--- src/rtl/fmul_issue_ctrl_pkg.sv ---
// Shared single-precision multiplier constants, entry types and operand classifiers.
// Flag fields exist only when FMUL_FLAGS_EN is defined.
package fpu_pkg;

    localparam int unsigned FP_W       = 32;
    localparam int unsigned EXP_W      = 8;
    localparam int unsigned MAN_W      = 23;
    localparam int unsigned FMUL_LAT   = 1;
    localparam int unsigned FMUL_TAG_W = 6;

    typedef struct packed {
        logic [FP_W-1:0]       y;
        logic [FMUL_TAG_W-1:0] tag;
`ifdef FMUL_FLAGS_EN
        logic [1:0]            flags;
`endif
    } fmul_entry_t;

    typedef struct packed {
        logic                  valid;
        logic [FMUL_TAG_W-1:0] tag;
`ifdef FMUL_FLAGS_EN
        logic [1:0]            flags;
`endif
    } fmul_inflight_t;

    function automatic logic fp_is_denorm(input logic [FP_W-1:0] x);
        return (x[FP_W-2 -: EXP_W] == '0) && (x[MAN_W-1:0] != '0);
    endfunction

    function automatic logic fp_is_infnan(input logic [FP_W-1:0] x);
        return x[FP_W-2 -: EXP_W] == '1;
    endfunction

endpackage

--- src/rtl/fmul_issue_ctrl_if.sv ---
// Operand-issue and result-writeback handshake bundle for fmul_issue_ctrl.
// master = producer/consumer side, slave = the issue controller.
interface fmul_issue_if
    import fpu_pkg::*;
#(
    parameter int unsigned TAG_W = FMUL_TAG_W
) ();

    logic             in_valid;
    logic             in_ready;
    logic [FP_W-1:0]  in_x1;
    logic [FP_W-1:0]  in_x2;
    logic [TAG_W-1:0] in_tag;

    logic             out_valid;
    logic             out_ready;
    logic [FP_W-1:0]  out_y;
    logic [TAG_W-1:0] out_tag;

    modport master (
        output in_valid, in_x1, in_x2, in_tag, out_ready,
        input  in_ready, out_valid, out_y, out_tag
    );

    modport slave (
        input  in_valid, in_x1, in_x2, in_tag, out_ready,
        output in_ready, out_valid, out_y, out_tag
    );

endinterface

--- src/rtl/fmul_issue_ctrl_rbuf.sv ---
// DEPTH-entry in-order result buffer (module fmul_rbuf) with push/pop/flush.
// Storage is cleared on reset so the head reads as zero until the first capture.
module fmul_rbuf
    import fpu_pkg::*;
#(
    parameter int unsigned DEPTH = 2
) (
    input  logic                       clk,
    input  logic                       rst,
    input  logic                       flush_i,
    input  logic                       push_i,
    input  fmul_entry_t                push_data_i,
    input  logic                       pop_i,
    output fmul_entry_t                head_o,
    output logic                       valid_o,
    output logic [$clog2(DEPTH+1)-1:0] count_o
);

    localparam int unsigned PTR_W = $clog2(DEPTH);
    localparam int unsigned CW    = $clog2(DEPTH + 1);

    fmul_entry_t      mem_q [DEPTH];
    logic [PTR_W-1:0] wr_ptr_q, wr_ptr_d;
    logic [PTR_W-1:0] rd_ptr_q, rd_ptr_d;
    logic [CW-1:0]    count_q, count_d;

    always_comb begin
        wr_ptr_d = wr_ptr_q + PTR_W'(push_i);
        rd_ptr_d = rd_ptr_q + PTR_W'(pop_i);
        count_d  = count_q + CW'(push_i) - CW'(pop_i);
        if (flush_i) begin
            wr_ptr_d = '0;
            rd_ptr_d = '0;
            count_d  = '0;
        end
    end

    always_ff @(posedge clk) begin
        if (rst) begin
            wr_ptr_q <= '0;
            rd_ptr_q <= '0;
            count_q  <= '0;
            for (int unsigned i = 0; i < DEPTH; i++) begin
                mem_q[i] <= '0;
            end
        end else begin
            wr_ptr_q <= wr_ptr_d;
            rd_ptr_q <= rd_ptr_d;
            count_q  <= count_d;
            if (push_i && !flush_i) begin
                mem_q[wr_ptr_q] <= push_data_i;
            end
        end
    end

    assign head_o  = mem_q[rd_ptr_q];
    assign valid_o = (count_q != '0);
    assign count_o = count_q;

    // Upstream credit accounting must make a capture into a full buffer impossible.
    a_no_overflow: assert property (@(posedge clk) disable iff (rst)
        (push_i && !flush_i) |-> (count_q < CW'(DEPTH)));

endmodule

--- src/rtl/fmul_issue_ctrl.sv ---
// Valid/ready issue stage around a fixed-latency FP32 multiplier with credit backpressure.
// Optional macro FMUL_FLAGS_EN adds denormal/inf-NaN input flags carried to out_flags.
module fmul_issue_ctrl
    import fpu_pkg::*;
#(
    parameter int unsigned DEPTH   = 2,
    parameter int unsigned TAG_W   = FMUL_TAG_W,
    parameter int unsigned MUL_LAT = FMUL_LAT
) (
    input  logic            clk,
    input  logic            rst,
    input  logic            flush,
    fmul_issue_if.slave     bus,
    output logic [FP_W-1:0] mul_x1,
    output logic [FP_W-1:0] mul_x2,
    input  logic [FP_W-1:0] mul_y
`ifdef FMUL_FLAGS_EN
    ,
    output logic [1:0]      out_flags
`endif
);

    localparam int unsigned CNT_W = $clog2(DEPTH + MUL_LAT + 1);

    fmul_inflight_t             sr_q [MUL_LAT];
    fmul_inflight_t             sr_d [MUL_LAT];
    fmul_inflight_t             tail;
    fmul_entry_t                cap_ent;
    fmul_entry_t                head;
    logic                       accept;
    logic                       capture;
    logic                       pop;
    logic                       credit_ok;
    logic                       buf_valid;
    logic [$clog2(DEPTH+1)-1:0] buf_cnt;
    logic [CNT_W-1:0]           inflight_cnt;
    logic [CNT_W-1:0]           occ;

    assign mul_x1 = bus.in_x1;
    assign mul_x2 = bus.in_x2;

    assign pop          = buf_valid & bus.out_ready;
    assign bus.in_ready = ~rst & ~flush & credit_ok;
    assign accept       = bus.in_valid & bus.in_ready & ~flush;

    // Occupancy counts results still inside the multiplier; a same-cycle pop frees a slot.
    always_comb begin
        inflight_cnt = '0;
        for (int unsigned i = 0; i < MUL_LAT; i++) begin
            inflight_cnt = inflight_cnt + CNT_W'(sr_q[i].valid);
        end
        occ       = CNT_W'(buf_cnt) + inflight_cnt;
        credit_ok = (occ - CNT_W'(pop)) < CNT_W'(DEPTH);
    end

    always_comb begin
        sr_d[0]       = '0;
        sr_d[0].valid = accept;
        sr_d[0].tag   = bus.in_tag;
`ifdef FMUL_FLAGS_EN
        sr_d[0].flags = {fp_is_infnan(bus.in_x1) | fp_is_infnan(bus.in_x2),
                         fp_is_denorm(bus.in_x1) | fp_is_denorm(bus.in_x2)};
`endif
        for (int unsigned i = 1; i < MUL_LAT; i++) begin
            sr_d[i] = sr_q[i-1];
        end
        if (flush) begin
            for (int unsigned i = 0; i < MUL_LAT; i++) begin
                sr_d[i] = '0;
            end
        end
    end

    always_ff @(posedge clk) begin
        if (rst) begin
            for (int unsigned i = 0; i < MUL_LAT; i++) begin
                sr_q[i] <= '0;
            end
        end else begin
            for (int unsigned i = 0; i < MUL_LAT; i++) begin
                sr_q[i] <= sr_d[i];
            end
        end
    end

    assign tail    = sr_q[MUL_LAT-1];
    assign capture = tail.valid;

    always_comb begin
        cap_ent       = '0;
        cap_ent.y     = mul_y;
        cap_ent.tag   = tail.tag;
`ifdef FMUL_FLAGS_EN
        cap_ent.flags = tail.flags;
`endif
    end

    fmul_rbuf #(
        .DEPTH (DEPTH)
    ) u_rbuf (
        .clk         (clk),
        .rst         (rst),
        .flush_i     (flush),
        .push_i      (capture),
        .push_data_i (cap_ent),
        .pop_i       (pop),
        .head_o      (head),
        .valid_o     (buf_valid),
        .count_o     (buf_cnt)
    );

    assign bus.out_valid = buf_valid;
    assign bus.out_y     = head.y;
    assign bus.out_tag   = head.tag;
`ifdef FMUL_FLAGS_EN
    assign out_flags     = head.flags;
`endif

endmodule

--- src/flat_wrapper.sv ---
// flat-port wrapper written by rule: the top's interface ports become plain ports
module fmul_issue_ctrl_flat import fpu_pkg::*;
#(
    parameter int unsigned DEPTH   = 2,
    parameter int unsigned TAG_W   = FMUL_TAG_W,
    parameter int unsigned MUL_LAT = FMUL_LAT
)
  (clk, rst, flush, mul_x1, mul_x2, mul_y, bus_in_valid, bus_in_x1, bus_in_x2, bus_in_tag, bus_out_ready, bus_in_ready, bus_out_valid, bus_out_y, bus_out_tag);
  fmul_issue_if #(.TAG_W(TAG_W)) bus_i ();
  input  logic clk;
  input  logic rst;
  input  logic flush;
  output logic [FP_W-1:0] mul_x1;
  output logic [FP_W-1:0] mul_x2;
  input  logic [FP_W-1:0] mul_y;
  input wire logic [$bits(bus_i.in_valid)-1:0] bus_in_valid;
  input wire logic [$bits(bus_i.in_x1)-1:0] bus_in_x1;
  input wire logic [$bits(bus_i.in_x2)-1:0] bus_in_x2;
  input wire logic [$bits(bus_i.in_tag)-1:0] bus_in_tag;
  input wire logic [$bits(bus_i.out_ready)-1:0] bus_out_ready;
  output wire logic [$bits(bus_i.in_ready)-1:0] bus_in_ready;
  output wire logic [$bits(bus_i.out_valid)-1:0] bus_out_valid;
  output wire logic [$bits(bus_i.out_y)-1:0] bus_out_y;
  output wire logic [$bits(bus_i.out_tag)-1:0] bus_out_tag;
  assign bus_i.in_valid = bus_in_valid;
  assign bus_i.in_x1 = bus_in_x1;
  assign bus_i.in_x2 = bus_in_x2;
  assign bus_i.in_tag = bus_in_tag;
  assign bus_i.out_ready = bus_out_ready;
  assign bus_in_ready = bus_i.in_ready;
  assign bus_out_valid = bus_i.out_valid;
  assign bus_out_y = bus_i.out_y;
  assign bus_out_tag = bus_i.out_tag;
  fmul_issue_ctrl #(.DEPTH(DEPTH), .TAG_W(TAG_W), .MUL_LAT(MUL_LAT)) u_core (.clk(clk), .rst(rst), .flush(flush), .bus(bus_i), .mul_x1(mul_x1), .mul_x2(mul_x2), .mul_y(mul_y));
endmodule
--- config.mk ---
export PLATFORM = sky130hd
export DESIGN_NAME = fmul_issue_ctrl_flat
export DESIGN_NICKNAME = d
export VERILOG_FILES = /design/src/rtl/fmul_issue_ctrl_pkg.sv /design/src/rtl/fmul_issue_ctrl_if.sv /design/src/rtl/fmul_issue_ctrl_rbuf.sv /design/src/rtl/fmul_issue_ctrl.sv /design/src/flat_wrapper.sv
export SDC_FILE = /design/constraint.sdc
export NUM_CORES = 1
export LEC_CHECK = 0
export CAP_MARGIN = 25
export CORE_MARGIN = 2
export CORE_UTILIZATION = 41
export DETAILED_ROUTE_END_ITERATION = 16
export MAX_ROUTING_LAYER = met4
export PLACE_DENSITY_LB_ADDON = 0.12
export SLEW_MARGIN = 20
export SYNTH_ARGS = -nofsm -noshare
export SYNTH_HDL_FRONTEND = slang
export SYNTH_SLANG_ARGS = --single-unit
--- constraint.sdc ---
create_clock -name clk -period 2.56 [get_ports clk]
set_input_delay 0.256 -clock clk [delete_from_list [all_inputs] [get_ports clk]]
set_output_delay 0.256 -clock clk [all_outputs]
set_load 0.005 [all_outputs]
==> results of run 1 <==
[cells by family (layout without fill, tap and decap cells)]
family                     Yosys count  after routing
xor gates and xnor gates             2              2
muxes                               39             39
buffers and inverters               89            110
AOI/OAI and AO/OA                    3              3
DFF                                 87             87
adders and majority gates            2              2
and+or+nand+nor                     93             93
[area by class of cell]
type | instances | share of cell area [%]
clock buffers | 10 | 2.82
clock inverters | 6 | 0.924
inverters | 3 | 0.231
multi-input cells | 139 | 23.0
flip-flops and latches | 87 | 51.4
well taps | 136 | 3.49
repair buffers | 91 | 18.2
[synthesized netlist by cell type]
cell and number:
xnor2_1 1, ha_1 2, nor3_1 3, nor4b_2 1, or2_2 1, dfxtp_1 11, xor3_2 1, and2_2 1
clkbuf_1 6, and2_1 8, buf_4 67, nor2b_2 1, inv_1 3, a21o_1 2, buf_2 6, edfxtp_1 76
buf_6 7, mux2_2 39, o21a_1 1, and3_1 76, nor3b_1 1, nor2_2 1
[state kept, by name, indices dropped and copies added, names as in the netlist]
signal                  count
u_core.u_rbuf.rd_ptr_q      1
u_core.sr_q                 7
u_core.u_rbuf.wr_ptr_q      1
u_core.u_rbuf.mem_q        76
u_core.u_rbuf.count_o       2
[per-layer routing]
| layer | vias up | GRT usage, % | share of wire (%) |
|---|---|---|---|
| met4 | 0 | 7.61 | 3.0 |
| met3 | 19 | 9.93 | 11 |
| met1 | 1122 | 19.5 | 35 |
| met2 | 121 | 32.4 | 51 |
| met5 | - | - | 0 |
| li1 | 1097 | - | - |
[power by group through the flow]
stage / Sequential (mW) / Combinational [mW] / Clock (mW)
floorplan: 1.64 / 0.187 / 0
global placement: 1.64 / 0.266 / 0
detailed placement: 1.64 / 0.267 / 0
CTS: 1.61 / 0.268 / 0.899
global route: 1.61 / 0.284 / 0.954
finish: 1.61 / 0.262 / 0.891
[stage by stage]
step                      utilization [%]  hold WS, ns  std cells  total power [mW]  setup slack [ns]
after floorplan                         -        0.327        315              1.82             0.566
after global placement               46.1        0.512        456              1.90            0.0644
after detailed placement             46.1        0.512        456              1.91            0.0615
after CTS                            47.9        0.441        472              2.77             0.270
after global routing                 47.9        0.438        472              2.85             0.143
final                                47.9        0.451        472              2.76             0.318
[final timing paths]
| path | end | slack [ns] | depth (start not counted) |
|---|---|---|---|
| max | bus_in_ready | 0.32 | 7 |
| min | u_core.sr_q[0][3]$_SDFF_PP0_ | 0.45 | 2 |
| max reg2reg | u_core.u_rbuf.mem_q[0][9]$_SDFFCE_PN0P_ | 0.81 | 2 |
| min reg2reg | u_core.u_rbuf.mem_q[1][0]$_SDFFCE_PN0P_ | 0.55 | 1 |
[worst max-delay path, delay by kind of cell, from the launching register on]
| kind | cells | cell delay (ns) |
|---|---|---|
| DFF | 1 | 0.33 |
| buffers and inverters | 2 | 0.33 |
| xor gates and xnor gates | 1 | 0.25 |
| adders and majority gates | 2 | 0.41 |
| and+or+nand+nor | 1 | 0.13 |
| AOI/OAI and AO/OA | 1 | 0.20 |
[repair_timing]
action | CTS | global route
setup endpoints to repair | 1 | 0
hold buffers | 0 | 0
resized for setup | 1 | 0
==> results.md, run 1 <==
- Initial antenna violation count: 0
- First-pass GRT wire length: about 15 mm
- Pleak: between 2 and 2.5 nW
- Placer Congestion: 0.879
- WL/cell: between 20 and 25 um
- Clock Tree Buf Depth: 2
- Fin crit period: 2.24 ns
- Fill cells: 935
- Status: finished clean
- Most common cell after layout, fill and taps aside: clkdlybuf4s50_1
- Netlist Area Pre-Place: 0.00426 mm2
- Multi-input logic area: 0.00112 mm2
- Pin count of the biggest net entering global routing: 55
- HP Class: input pin to register
- Setup Viol. Count Final: 0
- P&R area growth vs syn: 14.4%
- # rows: 37
- Synth Instances: between 300 and 400
- Initial Util: around two fifths
- Crit path top cell by count: ha_1
- RR Startpoint: u_core.sr_q[0][6]$_SDFF_PP0_
- CP Class: register to primary output
- H-tree levels: 3
- Final Hold Fails: 0
- Max Cap Violations: 0
- Synthesized flop and latch total: 87
- Via/cell ratio: 5.00
- Sequential share of power: 58.2%
- Worst Skew: 0.00912 ns
- Number of global-route vias before repair: 2360
- Clock Latency Late Sink: around 0.35 ns
- Chip width: 106 um
- Final WL: 10.6 mm
- Post-synthesis mux area share: 10.3%
- DR pass1 iterations: 4
- Crit start category: register
- Hpwl dp: slightly above 7 mm
- Critical Path AT: 1.99 ns
- Net Sw Power: 0.629 mW
- DRT iter0 DRCs: 73
- Worst slew pin tran: 1.00 ns
- Clk sink count: 87
- CP Cell Sequence: o21a_1 -> ha_1 -> inv_1 -> ha_1 -> xor3_2 -> nor3_1 -> dlygate4sd2_1
- Final worst-path cycle share: 87.6%
- Slowest CP cell: dfxtp_1
- Yosys warning total: 0
- Ant. Diodes: 0
- Maximum vdd ir drop: 237 uV
- Post-synth top area share: 53.6%
- Design area: 0.00487 mm2
- Commonest cells after routing, fill and taps aside: clkdlybuf4s50_1 (81), and3_1 (76), edfxtp_1 (76)
- Clk pwr share: 32.3%
- Main combinational cell family by area after synthesis: buffers and inverters
- Synth Net Count: between 400 and 500
- Die area: 0.0112 mm2
- Fmax: 446 MHz
- Proportion of layout cells with a drive suffix above 1: a little over a fifth
- CP endpoint kind: primary output
- Dominant cell type by area after synthesis: edfxtp_1
- Root buf cell: clkbuf_8
- Simple-Gate Fraction of Synth Area: 13.9%
- Largest cells by area after synthesis: edfxtp_1 (54%), buf_4 (12%), and3_1 (11%)
- Slowest Stage Delay on Critical Path: ~0.33 ns
- Pint: 2.13 mW
- Overflow after GRT: 0
- GRT Resource Usage Total: about a fifth
- IO Count: 211
- Vias: approximately 2400
- Register area share after synthesis: between 50 and 60%
- Sw Share: 22.8%
- Mean area per synthesized cell: 13.5 um2
- CP required: around 2.3 ns
- Core ar.: approximately 0.01 mm2
- Synth Area in Adders: 0.587%
- Postcts setup bufs: 0
- Post-DRT Antenna Nets: 0
- Clock tree from TritonCTS: built
- PD cells: 566 mW/mm2
- Chip height: 106 um
- Slew Limit Fails: 0
- Yosys cell types: 22
- DR DRC count: 0
- Fin nets: 440
- Placed Instance Area: 0.00469 mm2
- Part of the power in combinational logic: 9.5%
- RSZ-0062 raised after global routing: no
- Rel. slew slack: 33.3%
- CP Max Fanout: 3
- TritonCTS Buffers: 9
- HP Start: bus_in_tag[3]
- XOR/XNOR Fraction of Synth Area: 0.793%
- Critical path origin: u_core.u_rbuf.count_o[0]$_SDFF_PP0_
- Complex-gate fraction of the synthesized area: 0.529%
- Clk slew on worst S/H paths: ~0.09 ns
- I/O Buffers: 82
- Reg area: 0.00250 mm2
- Setup TNS: 0 ns
Note: power is estimated with default switching activity, not from simulation.
==> run 2: changes to the inputs <==
--- a/config.mk
+++ b/config.mk
@@ -6,7 +6,7 @@
 export NUM_CORES = 1
 export LEC_CHECK = 0
 export CAP_MARGIN = 25
-export CORE_MARGIN = 2
+export CORE_MARGIN = 1
 export CORE_UTILIZATION = 41
 export DETAILED_ROUTE_END_ITERATION = 16
 export MAX_ROUTING_LAYER = met4
@@ -14,4 +14,5 @@
 export SLEW_MARGIN = 20
 export SYNTH_ARGS = -nofsm -noshare
 export SYNTH_HDL_FRONTEND = slang
+export SYNTH_HIERARCHICAL = 1
 export SYNTH_SLANG_ARGS = --single-unit
==> run 2 against run 1 <==
Worst hold slack lost 0.033 ns. Register-to-register slack is essentially flat. Sequential share of layout area shrank 1.1 points. Synthesized cell count grew 1.3%. Non-clock buffer count is the same. Largest power group unchanged. Clock skew is essentially flat. Via count grew 1.3%. Routed wire length shrank 5.4%. Final cell count grew 1.3%. Core utilization grew 0.86 points. Clock power grew 20%.
==> results.md, run 2 <==
- Overflow after GRT: 0 (unchanged)
- Final Hold Fails: 0 (unchanged)
- Chip width: 104 um (-1.4%)
- Final worst-path cycle share: 91.8% (+4.2 points)
- Synth Instances: 319 (+1.3%)
- Fill cells: 921 (-1.5%)
- Number of global-route vias before repair: 2302 (-2.5%)
- CP Max Fanout: 3 (unchanged)
- CP Buf/Inv Count: 1 (-1)
- Slowest CP cell: dfxtp_1
- RSZ-0062 raised after global routing: no
- Clk slew on worst S/H paths: 0.08 ns (about the same)
- Core ar.: 0.0102 mm2 (+0.45%)
- Post-synth top flop: edfxtp_1
- PD cells: 592 mW/mm2 (+4.6%)
- Fin crit period: 2.35 ns (+0.109 ns)
- Synth cell count leaders: and3_1 (76), edfxtp_1 (76), buf_4 (66), mux2_2 (38), dfxtp_1 (11)
- Commonest cells after routing, fill and taps aside: clkdlybuf4s50_1 (81), and3_1 (76), edfxtp_1 (76)
- Ant. Diodes: 0 (unchanged)
- WL/cell: 21.0 um (-6.6%)
- CP endpoint kind: primary output
- GRT Resource Usage Total: 18.9% (-0.60 points)
- Multi-input logic area: 0.00115 mm2 (+2.6%)
- Postcts setup bufs: 0 (unchanged)
- Hpwl dp: 6.74 mm (-5.9%)
- Initial Util: 42.0% (+0.21 points)
- Yosys warning total: 6 (+6)
- WHS: 0.418 ns (-0.0333 ns)
- Crit start category: register
- Fin nets: 447 (+1.6%)
- Synthesized flop and latch total: 87 (unchanged)
- HP Class: input pin to register
- Grt met3 use: 9.21% (-0.72 points)
- P&R area growth vs syn: 15.9%
- Pin count of the biggest net entering global routing: 65 (+18%)
- Dominant cell type by area after synthesis: edfxtp_1
- Critical Path AT: 2.09 ns (+0.10 ns)
- Fmax: 425 MHz (-4.6%)
- Clock Latency Late Sink: 0.36 ns (about the same)
- Mean area per synthesized cell: 13.5 um2 (-0.30%)
- Clock tree from TritonCTS: built
- Vias: 2389 (+1.3%)
- CP required: 2.30 ns (about the same)
- Rel. slew slack: 67.2% (+34 points)
- Placer Congestion: 0.771 (-12%)
- # rows: 37 (unchanged)
- Initial antenna violation count: 0 (unchanged)
- I/O Buffers: 82 (unchanged)
- Yosys cell types: 24 (+9.1%)
- Largest register FFs: 76 (unchanged)
- Synth Net Count: 429 (+1.2%)
- DRT iter0 DRCs: 98 (+34%)
- Post-synth ARST share: 0% (unchanged)
- Netlist Area Pre-Place: 0.00430 mm2 (+0.97%)
- DR pass1 iterations: 4 (unchanged)
- Worst Skew: 0.00923 ns (+0.000110 ns)
- Worst slew pin tran: 0.489 ns (-0.511 ns)
- Overall power: 2.95 mW (+6.9%)
- Post-DRT Antenna Nets: 0 (unchanged)
- CP Cell Sequence: or2_2 -> and2_1 -> ha_1 -> nor2b_1 -> xnor2_1 -> nor3_2 -> dlygate4sd2_1
- First-pass GRT wire length: 14.2 mm (-6.9%)
- Met1 GRT Util: 18.1% (-1.3 points)
- PnR worst setup slack: 0.209 ns (-0.109 ns)
- H-tree levels: 3 (unchanged)
- DR DRC count: 0 (unchanged)
- Die area: 0.0109 mm2 (-2.8%)
- Clock Tree Buf Depth: 2 (unchanged)
- Reg area: 0.00250 mm2 (unchanged)
- Setup TNS: 0 ns (unchanged)
- Most common cell after layout, fill and taps aside: clkdlybuf4s50_1
- TritonCTS Buffers: 9 (unchanged)
- Clk sink count: 87 (unchanged)
- Post-synth top area share: 53.1% (-0.51 points)
- Slowest Stage Delay on Critical Path: 0.32 ns (about the same)
- Pre-CTS setup slack: 0.302 ns (+0.240 ns)
- Pleak: 2.10 nW (+2.2%)
- Proportion of layout cells with a drive suffix above 1: 20.5% (-1.3 points)
- Post-synth EDFFs: 76 (unchanged)
- Via/cell ratio: 5.00 (about the same)
- Largest cells by area after synthesis: edfxtp_1 (53%), buf_4 (12%), and3_1 (11%)
- Met2 Use GR: 31.9% (-0.51 points)
- Maximum vdd ir drop: 211 uV (-11%)
- Register area share after synthesis: 58.2% (-0.56 points)
- Slew Limit Fails: 0 (unchanged)
- Largest reg by FF count: u_core/u_rbuf/mem_q
- Final WL: 10.0 mm (-5.4%)
- CP Class: register to primary output
- Setup Viol. Count Final: 0 (unchanged)
- Busiest grt layer: met2
- Family with the most delay on the worst path: simple AND/OR/NAND/NOR gates
- Max Cap Violations: 0 (unchanged)
- Chip height: 104 um (-1.4%)
- Root buf cell: clkbuf_8
- IO Count: 211 (unchanged)
- Status: finished clean
==> run 2: worst paths after layout <==
kind | startpoint | endpoint | slack [ns] | cells after the start
worst min register to register | u_core/sr_q[0][2]$_SDFF_PP0_ | u_core/u_rbuf/mem_q[0][2]$_SDFFCE_PN0P_ | 0.54 | 1
worst max register to register | u_core/u_rbuf/count_o[0]$_SDFF_PP0_ | u_core/u_rbuf/count_o[1]$_SDFF_PP0_ | 0.80 | 7
worst max-delay path | u_core/u_rbuf/count_o[0]$_SDFF_PP0_ | bus_in_ready | 0.21 | 7
worst min-delay path | bus_in_valid | u_core/sr_q[0][6]$_SDFF_PP0_ | 0.42 | 3
==> run 2: cells by family after synthesis <==
logic type,count (synthesis),share of synthesized area (%)
simple gates,96,14.1
buf+inv,88,15.2
flops,87,58.2
mux,38,9.95
xor+xnor,5,1.34
fa+ha+maj,3,0.873
compound gates,2,0.349
==> run 2: what timing repair did <==
item | in CTS | in global routing
hold buffers | 0 | 0
gates resized for setup | 1 | 0
endpoints found under the setup margin | 1 | 0
==> run 2: metal layers <==
metal  up-vias  share of wire [%]
li1       1114                  -
met1      1132                 35
met2       120                 51
met3        23                 11
met4         0                2.6
met5         -                  0
==> run 2: where the power goes <==
group | leakage (nW) | switching, mW | total [mW] | internal (mW)
clock network | 0.110 | 0.492 | 1.07 | 0.577
registers | 0.879 | 0.0134 | 1.61 | 1.59
logic | 1.11 | 0.112 | 0.277 | 0.165
==> run 2: area by class of cell <==
cell class                 instances  share of cell area (%)
clock buffer                      11                    2.84
clock inverter                     5                    1.63
inverter                           4                   0.301
multi-input combinational        144                    23.0
sequential                        87                    50.2
tap                              136                    3.41
timing repair buffer              91                    18.5
==> run 2: per-stage QoR <==
step | util [%] | cell area [um2] | std cells
6_report | 48.7 | 4980 | 478
5_1_grt | 48.7 | 4980 | 478
4_1_cts | 48.5 | 4960 | 477
3_5_place_dp | 46.4 | 4740 | 461
3_3_place_gp | 46.4 | 4740 | 461
2_1_floorplan | - | 4300 | 319
==> run 2: worst register-to-register path: cells and delay by family (launching register included) <==
kind / cells / cell delay [ns]
adder cells (fa/ha/maj): 2 / 0.48
buffers and inverters: 1 / 0.06
AND/OR/NAND/NOR: 3 / 0.61
XOR/XNOR: 1 / 0.23
flip-flops: 1 / 0.32
